--- src/rtl/add_rr_sched_pkg.sv ---
// add_sched_pkg: shared constants, width helpers and the result FIFO entry
// layout for the add_rr_sched block.
//   DEF_DATA_WIDTH / DEF_ADD_LAT : default operand width and adder latency
//   res_w()                      : adder result width (operand width + carry)
//   clog2()                      : ceiling log2 for elaboration-time sizing
//   fifo_entry_t                 : {tag, data} entry for the default build
package add_sched_pkg;

  localparam int unsigned DEF_DATA_WIDTH = 16;
  localparam int unsigned DEF_ADD_LAT    = 2;
  localparam int unsigned MAX_TAG_W      = 3;

  function automatic int unsigned res_w(input int unsigned dw);
    return dw + 1;
  endfunction

  function automatic int unsigned clog2(input int unsigned n);
    int unsigned r;
    r = 0;
    while ((32'd1 << r) < n) r = r + 1;
    return r;
  endfunction

  typedef struct packed {
    logic [MAX_TAG_W-1:0]      tag;
    logic [DEF_DATA_WIDTH:0]   data;
  } fifo_entry_t;

endpackage

--- src/rtl/add_rr_sched_rr_arbiter.sv ---
// rr_arbiter: combinational round-robin grant.
// Scans rr_ptr+1 .. rr_ptr+NUM_REQ (mod NUM_REQ) and grants the first
// requester with req set, but only while credit_ok is high.
//   rr_ptr    in   index of the most recently granted requester
//   req       in   per-requester request
//   credit_ok in   a result slot is available downstream
//   grant     out  one-hot grant (all zero when nothing is granted)
//   grant_idx out  index of the granted requester
//   grant_any out  a grant was made this cycle
module rr_arbiter #(
  parameter int unsigned NUM_REQ = 4,
  parameter int unsigned IDX_W   = 2
) (
  input  logic [IDX_W-1:0]   rr_ptr,
  input  logic [NUM_REQ-1:0] req,
  input  logic               credit_ok,
  output logic [NUM_REQ-1:0] grant,
  output logic [IDX_W-1:0]   grant_idx,
  output logic               grant_any
);

  logic [IDX_W-1:0] cand;

  always_comb begin
    grant     = '0;
    grant_idx = '0;
    grant_any = 1'b0;
    cand      = '0;
    for (int unsigned k = 1; k <= NUM_REQ; k++) begin
      cand = IDX_W'((32'(rr_ptr) + k) % NUM_REQ);
      if (credit_ok && !grant_any && req[cand]) begin
        grant_any   = 1'b1;
        grant[cand] = 1'b1;
        grant_idx   = cand;
      end
    end
  end

endmodule

--- src/rtl/add_rr_sched.sv ---
// add_rr_sched: time-shares one pipelined adder among NUM_REQ requesters.
// Round-robin grant, registered operand issue, a tag pipe matched to the
// adder latency, and a credit-protected first-word-fall-through result FIFO.
// Optional statistics counters are built when ADD_RR_SCHED_STATS_EN is defined.
// Ports:
//   clk, reset              clock, asynchronous active-high reset
//   req_valid / req_ready   per-requester operand handshake (ready one-hot)
//   req_a / req_b           packed operands, requester i at [i*DW +: DW]
//   add_valid_o/add_a/add_b registered issue to the adder
//   add_valid_i / add_c     adder return
//   res_valid/res_ready     tagged result bus (res_tag, res_data)
//   err_o                   sticky adder-return protocol error
//   stat_issue/stat_stall   saturating counters (ADD_RR_SCHED_STATS_EN only)
module add_rr_sched
  import add_sched_pkg::*;
#(
  parameter int unsigned NUM_REQ    = 4,
  parameter int unsigned DATA_WIDTH = DEF_DATA_WIDTH,
  parameter int unsigned ADD_LAT    = DEF_ADD_LAT,
  parameter int unsigned FIFO_DEPTH = 4,
  parameter int unsigned TAG_W      = clog2(NUM_REQ)
) (
  input  logic                          clk,
  input  logic                          reset,
  input  logic [NUM_REQ-1:0]            req_valid,
  output logic [NUM_REQ-1:0]            req_ready,
  input  logic [NUM_REQ*DATA_WIDTH-1:0] req_a,
  input  logic [NUM_REQ*DATA_WIDTH-1:0] req_b,
  output logic                          add_valid_o,
  output logic [DATA_WIDTH-1:0]         add_a,
  output logic [DATA_WIDTH-1:0]         add_b,
  input  logic                          add_valid_i,
  input  logic [res_w(DATA_WIDTH)-1:0]  add_c,
  output logic                          res_valid,
  input  logic                          res_ready,
  output logic [TAG_W-1:0]              res_tag,
  output logic [res_w(DATA_WIDTH)-1:0]  res_data,
  output logic                          err_o
`ifdef ADD_RR_SCHED_STATS_EN
  ,
  output logic [31:0]                   stat_issue,
  output logic [31:0]                   stat_stall
`endif
);

  localparam int unsigned RES_W = res_w(DATA_WIDTH);
  localparam int unsigned AW    = clog2(FIFO_DEPTH);
  localparam int unsigned CW    = clog2(FIFO_DEPTH + 1);

  typedef struct packed {
    logic [TAG_W-1:0] tag;
    logic [RES_W-1:0] data;
  } entry_t;

  // ---------------- arbitration ----------------
  logic [TAG_W-1:0]      rr_ptr;
  logic [TAG_W-1:0]      grant_idx;
  logic                  grant_any;
  logic                  credit_ok;
  logic [CW-1:0]         credits;
  logic                  pop;

  // Reset also masks the combinational grant so req_ready reads 0 while held.
  assign credit_ok = (credits != '0) && !reset;

  rr_arbiter #(
    .NUM_REQ (NUM_REQ),
    .IDX_W   (TAG_W)
  ) u_arb (
    .rr_ptr    (rr_ptr),
    .req       (req_valid),
    .credit_ok (credit_ok),
    .grant     (req_ready),
    .grant_idx (grant_idx),
    .grant_any (grant_any)
  );

  logic [DATA_WIDTH-1:0] op_a [NUM_REQ];
  logic [DATA_WIDTH-1:0] op_b [NUM_REQ];

  for (genvar g = 0; g < NUM_REQ; g++) begin : g_unpack
    assign op_a[g] = req_a[g*DATA_WIDTH +: DATA_WIDTH];
    assign op_b[g] = req_b[g*DATA_WIDTH +: DATA_WIDTH];
  end

  // ---------------- issue ----------------
  logic [TAG_W-1:0] issue_tag;

  always_ff @(posedge clk or posedge reset) begin
    if (reset) begin
      add_valid_o <= 1'b0;
      add_a       <= '0;
      add_b       <= '0;
      issue_tag   <= '0;
      rr_ptr      <= TAG_W'(NUM_REQ - 1);
    end else begin
      add_valid_o <= grant_any;
      if (grant_any) begin
        add_a     <= op_a[grant_idx];
        add_b     <= op_b[grant_idx];
        issue_tag <= grant_idx;
        rr_ptr    <= grant_idx;
      end
    end
  end

  // ---------------- tag pipe ----------------
  // Fed from the issue register, so the tail lines up with add_valid_i.
  logic             pipe_v   [ADD_LAT];
  logic [TAG_W-1:0] pipe_tag [ADD_LAT];
  logic             tail_v;
  logic [TAG_W-1:0] tail_tag;

  always_ff @(posedge clk or posedge reset) begin
    if (reset) begin
      for (int unsigned i = 0; i < ADD_LAT; i++) begin
        pipe_v[i]   <= 1'b0;
        pipe_tag[i] <= '0;
      end
    end else begin
      pipe_v[0]   <= add_valid_o;
      pipe_tag[0] <= issue_tag;
      for (int unsigned i = 1; i < ADD_LAT; i++) begin
        pipe_v[i]   <= pipe_v[i-1];
        pipe_tag[i] <= pipe_tag[i-1];
      end
    end
  end

  assign tail_v   = pipe_v[ADD_LAT-1];
  assign tail_tag = pipe_tag[ADD_LAT-1];

  // Any disagreement between adder return and expected tail is an error.
  always_ff @(posedge clk or posedge reset) begin
    if (reset) err_o <= 1'b0;
    else if (add_valid_i != tail_v) err_o <= 1'b1;
  end

  // ---------------- result FIFO ----------------
  entry_t        mem [FIFO_DEPTH];
  logic [AW-1:0] wr_ptr;
  logic [AW-1:0] rd_ptr;
  logic [AW:0]   count;
  logic          push;
  logic          full;

  assign full      = (count == (AW+1)'(FIFO_DEPTH));
  assign push      = add_valid_i && tail_v && !full;
  assign res_valid = (count != '0);
  assign pop       = res_valid && res_ready;

  always_ff @(posedge clk) begin
    if (push) mem[wr_ptr] <= '{tag: tail_tag, data: add_c};
  end

  always_ff @(posedge clk or posedge reset) begin
    if (reset) begin
      wr_ptr <= '0;
      rd_ptr <= '0;
      count  <= '0;
    end else begin
      if (push) wr_ptr <= wr_ptr + 1'b1;
      if (pop)  rd_ptr <= rd_ptr + 1'b1;
      case ({push, pop})
        2'b10:   count <= count + 1'b1;
        2'b01:   count <= count - 1'b1;
        default: count <= count;
      endcase
    end
  end

  // Head is forced to zero when empty so storage needs no reset.
  assign res_tag  = res_valid ? mem[rd_ptr].tag  : '0;
  assign res_data = res_valid ? mem[rd_ptr].data : '0;

  // ---------------- credits ----------------
  always_ff @(posedge clk or posedge reset) begin
    if (reset) begin
      credits <= CW'(FIFO_DEPTH);
    end else begin
      case ({grant_any, pop})
        2'b10:   credits <= credits - 1'b1;
        2'b01:   credits <= credits + 1'b1;
        default: credits <= credits;
      endcase
    end
  end

`ifdef ADD_RR_SCHED_STATS_EN
  always_ff @(posedge clk or posedge reset) begin
    if (reset) begin
      stat_issue <= '0;
      stat_stall <= '0;
    end else begin
      if (grant_any && (stat_issue != '1))
        stat_issue <= stat_issue + 32'd1;
      if ((|req_valid) && (credits == '0) && (stat_stall != '1))
        stat_stall <= stat_stall + 32'd1;
    end
  end
`endif

endmodule

--- config.mk ---
export PLATFORM = sky130hd
export DESIGN_NAME = add_rr_sched
export DESIGN_NICKNAME = d
export VERILOG_FILES = /design/src/rtl/add_rr_sched_pkg.sv /design/src/rtl/add_rr_sched_rr_arbiter.sv /design/src/rtl/add_rr_sched.sv
export SDC_FILE = /design/constraint.sdc
export NUM_CORES = 1
export LEC_CHECK = 0
export ABC_AREA = 0
export CORE_ASPECT_RATIO = 0.8
export CORE_MARGIN = 2
export CORE_UTILIZATION = 42
export CTS_BUF_LIST = sky130_fd_sc_hd__clkbuf_16
export DETAILED_ROUTE_END_ITERATION = 7
export PLACE_DENSITY_LB_ADDON = 0.3
export SLEW_MARGIN = 20
export SYNTH_ARGS = -nofsm -noshare
export SYNTH_HDL_FRONTEND = slang
export SYNTH_HIERARCHICAL = 1
export SYNTH_SLANG_ARGS = --single-unit
--- constraint.sdc ---
create_clock -name clk -period 3.44 [get_ports clk]
set_clock_uncertainty 0.15 [all_clocks]
set_input_delay 0.86 -clock clk [delete_from_list [all_inputs] [get_ports clk]]
set_output_delay 0.86 -clock clk [all_outputs]
set_load 0.005 [all_outputs]
==> summary.md, run 1 <==
| Metric | Value |
|---|---|
| Outcome | finished with violations |
| Failing checks | setup timing |
| First-pass GRT wire length | 26450 um |
| Initial core utilization | 42.54% |
| Ys async rst share | 41.54% |
| Fin. Hold Viols | 0 |
| Cells on worst reg2reg path | 17 |
| Die area | 0.01606 mm^2 |
| CTS Buffer Depth | 2 |
| Cell Pwr Density | 835.4 mW/mm^2 |
| WP data required | 2.43 ns |
| Post-synthesis sequential area ratio | 57.52% |
| Fraction of layout cells with a size suffix above 1 | 21.81% |
| Worst-path clk slew | 0.06 ns |
| Wire per inst | 18.64 um |
| Top_reg_cell synth | edfxtp_1 |
| # port buffers | 210 |
| Final antenna-violating net count | 0 |
| Via density | 5.208 |
| Startpoint types | primary input |
| Internal cell power | 5.597 mW |
| Final setup fails | 4 |
| Grt total ovfl | 0 |
| Initial antenna violation count | 0 |
| Peak supply drop | 0.4247 mV |
| H-tree depth | 4 |
| Pre-Repair DR Iteration Count | 4 |
| Combinational share of power | 51.1% |
| Vias in the first global route | 5112 |
| Seq cells post-synth | 130 |
| Dpl hpwl | 11590 um |
| Distinct cell type count after synthesis | 45 |
| TritonCTS clock tree | done |
| Worst hold stages | 0 |
| Syn Inst Count | 439 |
| End of the worst register-to-register path | add_b[3]$_DFFE_PP0P_ |
| Flop pwr share | 28.8% |
| Max Slew Vio Count | 0 |
| Yosys top cell by area | edfxtp_1 |
| Min-delay worst type | reg2reg |
| Critical Path Start | req_valid[3] |
| Crit path max-delay cell type | mux4_2 |
| Via count | 4781 |
| Design area | 0.009912 mm^2 |
| Switch share | 32.41% |
| Post-synthesis net count | 608 |
| Largest net degree at the start of global routing | 33 |
| All-Layer GR Usage | 21.55% |
| Number of synthesized flops with an enable pin | 76 |
| Max_cap viols | 0 |
| Worst Max-Slew Pin Slew | 0.6889 ns |
| CP cell instances | clkdlybuf4s15_2 -> mux4_2 -> buf_6 -> and3_4 -> a31o_1 -> a221o_1 -> buf_2 |
| Min-delay src | pipe_v[1]$_DFF_PP0_ |
| Crit Path Class | in2out |
| Fin nets | 885 |
| # DRC | 0 |
| R2R Path Start | credits[2]$_DFFE_PP1P_ |
| Core footprint | 0.01486 mm^2 |
| Root Buffer | clkbuf_16 |
| Post-route minimum period | 3.581 ns |
| Fmax | 279.2 MHz |
| Syn-to-layout area delta | 56.75% |
| Worst-skew pair later-pin latency | 0.41 ns |
| Overall die width | 141.2 um |
| Final WS setup | -0.1414 ns |
| Net Switching | 2.684 mW |
| Die height | 113.8 um |
| Ant. Diodes | 0 |
| Reg-to-reg setup timing slack | 0.18 ns |
| Pleak | 3.991 nW |
| CP max stage delay | 0.56 ns |
| Ratio of final minimum period to clock period | 104.1% |
| Clock share of power | 20.0% |
| PnR Total Power | 8.281 mW |
| WHS Endpoint | tail_v$_DFF_PP0_ |
| Hold buffer count at cts | 0 |
| Count leader, synth | edfxtp_1 |
| Post-Syn Area | 0.006324 mm^2 |
| Unrepaired setup endpoints after global routing | yes |
| Clk sinks | 130 |
| Fin Hold WS | 0.1926 ns |
| Critical Path Fanout Max | 6 |
| WL final | 17110 um |
| Synth top area share | 36.09% |
| Avg Cell Area, Syn | 14.40 um^2 |
| CP Capture Type | output pin |
| Final setup TNS | -0.4877 ns |
| 1st-iter DRT viols | 225 |
| Placer Congestion | 0.8396 |
| Most common library cells after synthesis | 76 x edfxtp_1, 69 x mux2i_1, 51 x dfrtp_1, 33 x o22ai_1, 32 x a21o_1 |
| # IOs | 211 |
| Slew headroom | 54.08% |
| Final core occ | 66.68% |
| Placed cell area | 0.008879 mm^2 |
| Area contributors post-synth | edfxtp_1 36%, dfrtp_1 20%, mux2i_1 11% |
| Num rows | 40 |
| CTS Buf Count | 17 |
| Warnings, synthesis | 6 |
| Arr. time, crit path | 2.57 ns |
worst max path at each step:
stage / endpoint / depth (start not counted)
after floorplan: credits[1]$_DFFE_PP0P_ / 14
after global placement: req_ready[1] / 6
after detailed placement: req_ready[1] / 6
after CTS: req_ready[1] / 8
after global routing: req_ready[1] / 8
final: req_ready[1] / 7
sequential cells by signal, summed over array words and instances, names as in the netlist, 3 cells and up:
| register | flops |
|---|---|
| count | 3 |
| mem | 76 |
| add_b | 16 |
| add_a | 16 |
| credits | 3 |
worst max-delay path, delay by kind of cell:
kind / cells / cell delay, ns
muxes: 1 / 0.56
and+or+nand+nor: 1 / 0.16
AOI/OAI and AO/OA: 2 / 0.44
buffers and inverters: 3 / 0.54
cell usage in the layout (no fill, tap or decap), drive strengths merged, types with 5 or more instances in the layout:
master and count:
a21o 32, and2 25, buf 74, clkbuf 22
clkdlybuf4s50 201, clkinv 10, dfrtp 51, edfxtp 76
ha 14, inv 21, mux2i 69, mux4 20
nand2 7, nor2 5, o21ai 8, o22ai 34
xor2 5
per-layer routing:
| metal | wire length [um] | track usage [%] | vias to the layer above |
|---|---|---|---|
| li1 | - | - | 2241 |
| met1 | 6935 | 25.40 | 2337 |
| met2 | 8878 | 38.25 | 176 |
| met3 | 967 | 5.835 | 27 |
| met4 | 327 | 7.600 | 0 |
| met5 | 0 | 0 | - |
through the flow:
step,setup slack (ns),cells
after floorplan,0.02000,439
after global routing,-0.1933,918
final,-0.1414,918
after detailed placement,-0.6762,856
after global placement,-0.6562,856
after CTS,-0.1317,910
power groups by stage:
stage                     combinational [mW]  sequential [mW]  clock (mW)
after floorplan                         2.07             2.38           0
after global placement                  3.66             2.37           0
final                                   4.23             2.39        1.66
after detailed placement                3.74             2.40           0
after CTS                               4.08             2.39        1.69
after global routing                    4.58             2.43        1.76
cell families (layout without fill, tap and decap cells):
family,after synthesis,after routing,share of synthesized area (%)
buf+inv,43,333,3.482
simple gates,53,53,4.769
xor+xnor,9,9,1.246
fa+ha+maj,16,16,3.403
compound gates,95,95,10.76
flops,130,130,57.52
mux,93,93,18.82
repair_timing:
action | in CTS | in global routing
buffers inserted | 21 | 7
setup endpoints to repair | 4 | 36
cloned | 1 | 3
pin swaps | 12 | 12
gates resized for setup | 59 | 10
cell type report:
type,count,area (um^2)
clock inverters,15,115.1
inverters,18,72.57
well taps,189,236.5
fillers,1050,4952
clock buffers,17,425.4
flip-flops and latches,130,3637
multi-input cells,266,2609
repair buffers,283,2816
(Power assumes the default switching activity.)
==> inputs of run 2 (changes only) <==
--- a/config.mk
+++ b/config.mk
@@ -5,11 +5,10 @@
 export SDC_FILE = /design/constraint.sdc
 export NUM_CORES = 1
 export LEC_CHECK = 0
-export ABC_AREA = 0
 export CORE_ASPECT_RATIO = 0.8
 export CORE_MARGIN = 2
-export CORE_UTILIZATION = 42
-export CTS_BUF_LIST = sky130_fd_sc_hd__clkbuf_16
+export CORE_UTILIZATION = 40
+export CTS_BUF_LIST = sky130_fd_sc_hd__clkbuf_4 sky130_fd_sc_hd__clkbuf_8 sky130_fd_sc_hd__clkbuf_16
 export DETAILED_ROUTE_END_ITERATION = 7
 export PLACE_DENSITY_LB_ADDON = 0.3
 export SLEW_MARGIN = 20
==> summary.md, run 2 (synthesis results as in run 1) <==
| Metric | Value |
|---|---|
| Overall die width | 144.6 um |
| Die height | 116.5 um |
| Final antenna-violating net count | 0 |
| Wire per inst | 17.08 um |
| Root Buffer | clkbuf_16 |
| Max reg flops | 76 |
| Placer Congestion | 0.8609 |
| Peak supply drop | 0.3216 mV |
| # DRC | 0 |
| GR Util met1 | 23.80% |
| CP Capture Type | output pin |
| Fin. Hold Viols | 0 |
| Sequential cell area | 0.003637 mm^2 |
| Cell Pwr Density | 827.3 mW/mm^2 |
| Pre-Repair DR Iteration Count | 4 |
| Core footprint | 0.01560 mm^2 |
| Critical Path Fanout Max | 9 |
| Hold buffer count at cts | 0 |
| Worst-skew pair later-pin latency | 0.41 ns |
| 1st-iter DRT viols | 196 |
| Ant. Diodes | 0 |
| Die area | 0.01684 mm^2 |
| Unrepaired setup endpoints after global routing | yes |
| Initial antenna violation count | 0 |
| Area of the multi-input gates | 0.002542 mm^2 |
| Ratio of final minimum period to clock period | 104.3% |
| All-Layer GR Usage | 19.34% |
| # IOs | 211 |
| Grt total ovfl | 0 |
| Dpl hpwl | 11560 um |
| Met3 GRT Util | 6.191% |
| Fin Hold WS | 0.1987 ns |
| Fraction of layout cells with a size suffix above 1 | 19.41% |
| WL final | 15900 um |
| Via count | 4604 |
| Crit Path Class | in2out |
| First-pass GRT wire length | 24320 um |
| Pleak | 3.891 nW |
| H-tree depth | 4 |
| Fmax | 278.8 MHz |
| Final WS setup | -0.1467 ns |
| Placed cell area | 0.009011 mm^2 |
| Worst Max-Slew Pin Slew | 0.7192 ns |
| Arr. time, crit path | 2.58 ns |
| Max_cap viols | 0 |
| Biggest regs | mem x76, add_a x16, add_b x16 |
| Most flops, register | mem |
| Design area | 0.009701 mm^2 |
| Vias in the first global route | 4777 |
| Final setup fails | 4 |
| CTS Buf Count | 17 |
| Worst-path clk slew | 0.06 ns |
| Via density | 4.945 |
| Syn-to-layout area delta | 53.40% |
| Clk sinks | 130 |
| Commonest non-fill, non-tap cell in the layout | clkdlybuf4s50_1 |
| TritonCTS clock tree | done |
| Startpoint types | primary input |
| GR peak layer | met2 |
| CTS Buffer Depth | 2 |
| Num rows | 41 |
| PnR Total Power | 8.025 mW |
| Failing checks | setup timing |
| Post-route minimum period | 3.587 ns |
| Fin nets | 872 |
| Outcome | finished with violations |
| Min-delay worst type | reg2reg |
| Most frequent cells in the layout | 202 x clkdlybuf4s50_1, 76 x edfxtp_1, 67 x mux2i_1 |
| WP data required | 2.43 ns |
| Largest net degree at the start of global routing | 33 |
| Max Slew Vio Count | 0 |
| # port buffers | 210 |
| Fill count | 1184 |
| Slew headroom | 52.05% |
| Initial core utilization | 40.55% |
| Met2 usage | 33.05% |
| Final setup TNS | -0.5744 ns |
-- run 2: worst paths after layout --
kind / slack [ns] / from / cells after the start / endpoint
setup / recovery: -0.15 / reset / 7 / req_ready[1]
hold / removal: 0.20 / pipe_v[1]$_DFF_PP0_ / 0 / tail_v$_DFF_PP0_
setup reg to reg: 0.33 / credits[2]$_DFFE_PP1P_ / 12 / add_a[14]$_DFFE_PP0P_
hold reg to reg: 0.20 / pipe_v[1]$_DFF_PP0_ / 0 / tail_v$_DFF_PP0_
max in group asynchronous: 1.67 / reset / 4 / add_a[4]$_DFFE_PP0P_
min in group asynchronous: 0.90 / reset / 3 / add_b[15]$_DFFE_PP0P_
-- run 2: report_power, final --
part           total, mW  leakage, nW  internal [mW]  switching, mW
clock network       1.74        0.273           1.03          0.719
logic               3.89         2.28           2.23           1.65
registers           2.39         1.34           2.15          0.243
total               8.03         3.89           5.41           2.62
-- run 2: per-stage QoR --
step	instances	util [%]	worst slack [ns]
2_1_floorplan	439	-	0.02000
3_3_place_gp	892	57.78	-0.6434
3_5_place_dp	892	57.78	-0.6800
4_1_cts	930	62.07	-0.1170
5_1_grt	931	62.20	-0.1906
6_report	931	62.20	-0.1467
-- run 2: layout make-up --
class | count | share of cell area (%)
Clock buffer | 18 | 4.463
Clock inverter | 14 | 1.509
Inverter | 18 | 0.6965
Timing Repair Buffer | 270 | 26.85
Tap cell | 215 | 2.773
Sequential cell | 130 | 37.50
Multi-Input combinational cell | 266 | 26.21
-- run 2: worst max-delay path, cell delays in order --
cell and delay (ns):
clkdlybuf4s50_1 0.48, nor2_4 0.24, nand2b_1 0.16, o22ai_4 0.25, a211oi_2 0.10, a221o_1 0.36
buf_2 0.13
-- run 2: per-layer routing --
layer  up-vias  part of all wire, %
li1       2211                    -
met1      2221                   42
met2       157                   50
met3        15                  6.5
met4         0                  1.1
met5         -                    0
-- run 2: timing repair --
action,in CTS,in global routing
setup endpoints to repair,4,5
setup buffers,6,1
resized for setup,36,2
pin swaps,6,1
hold endpoints to repair,0,0
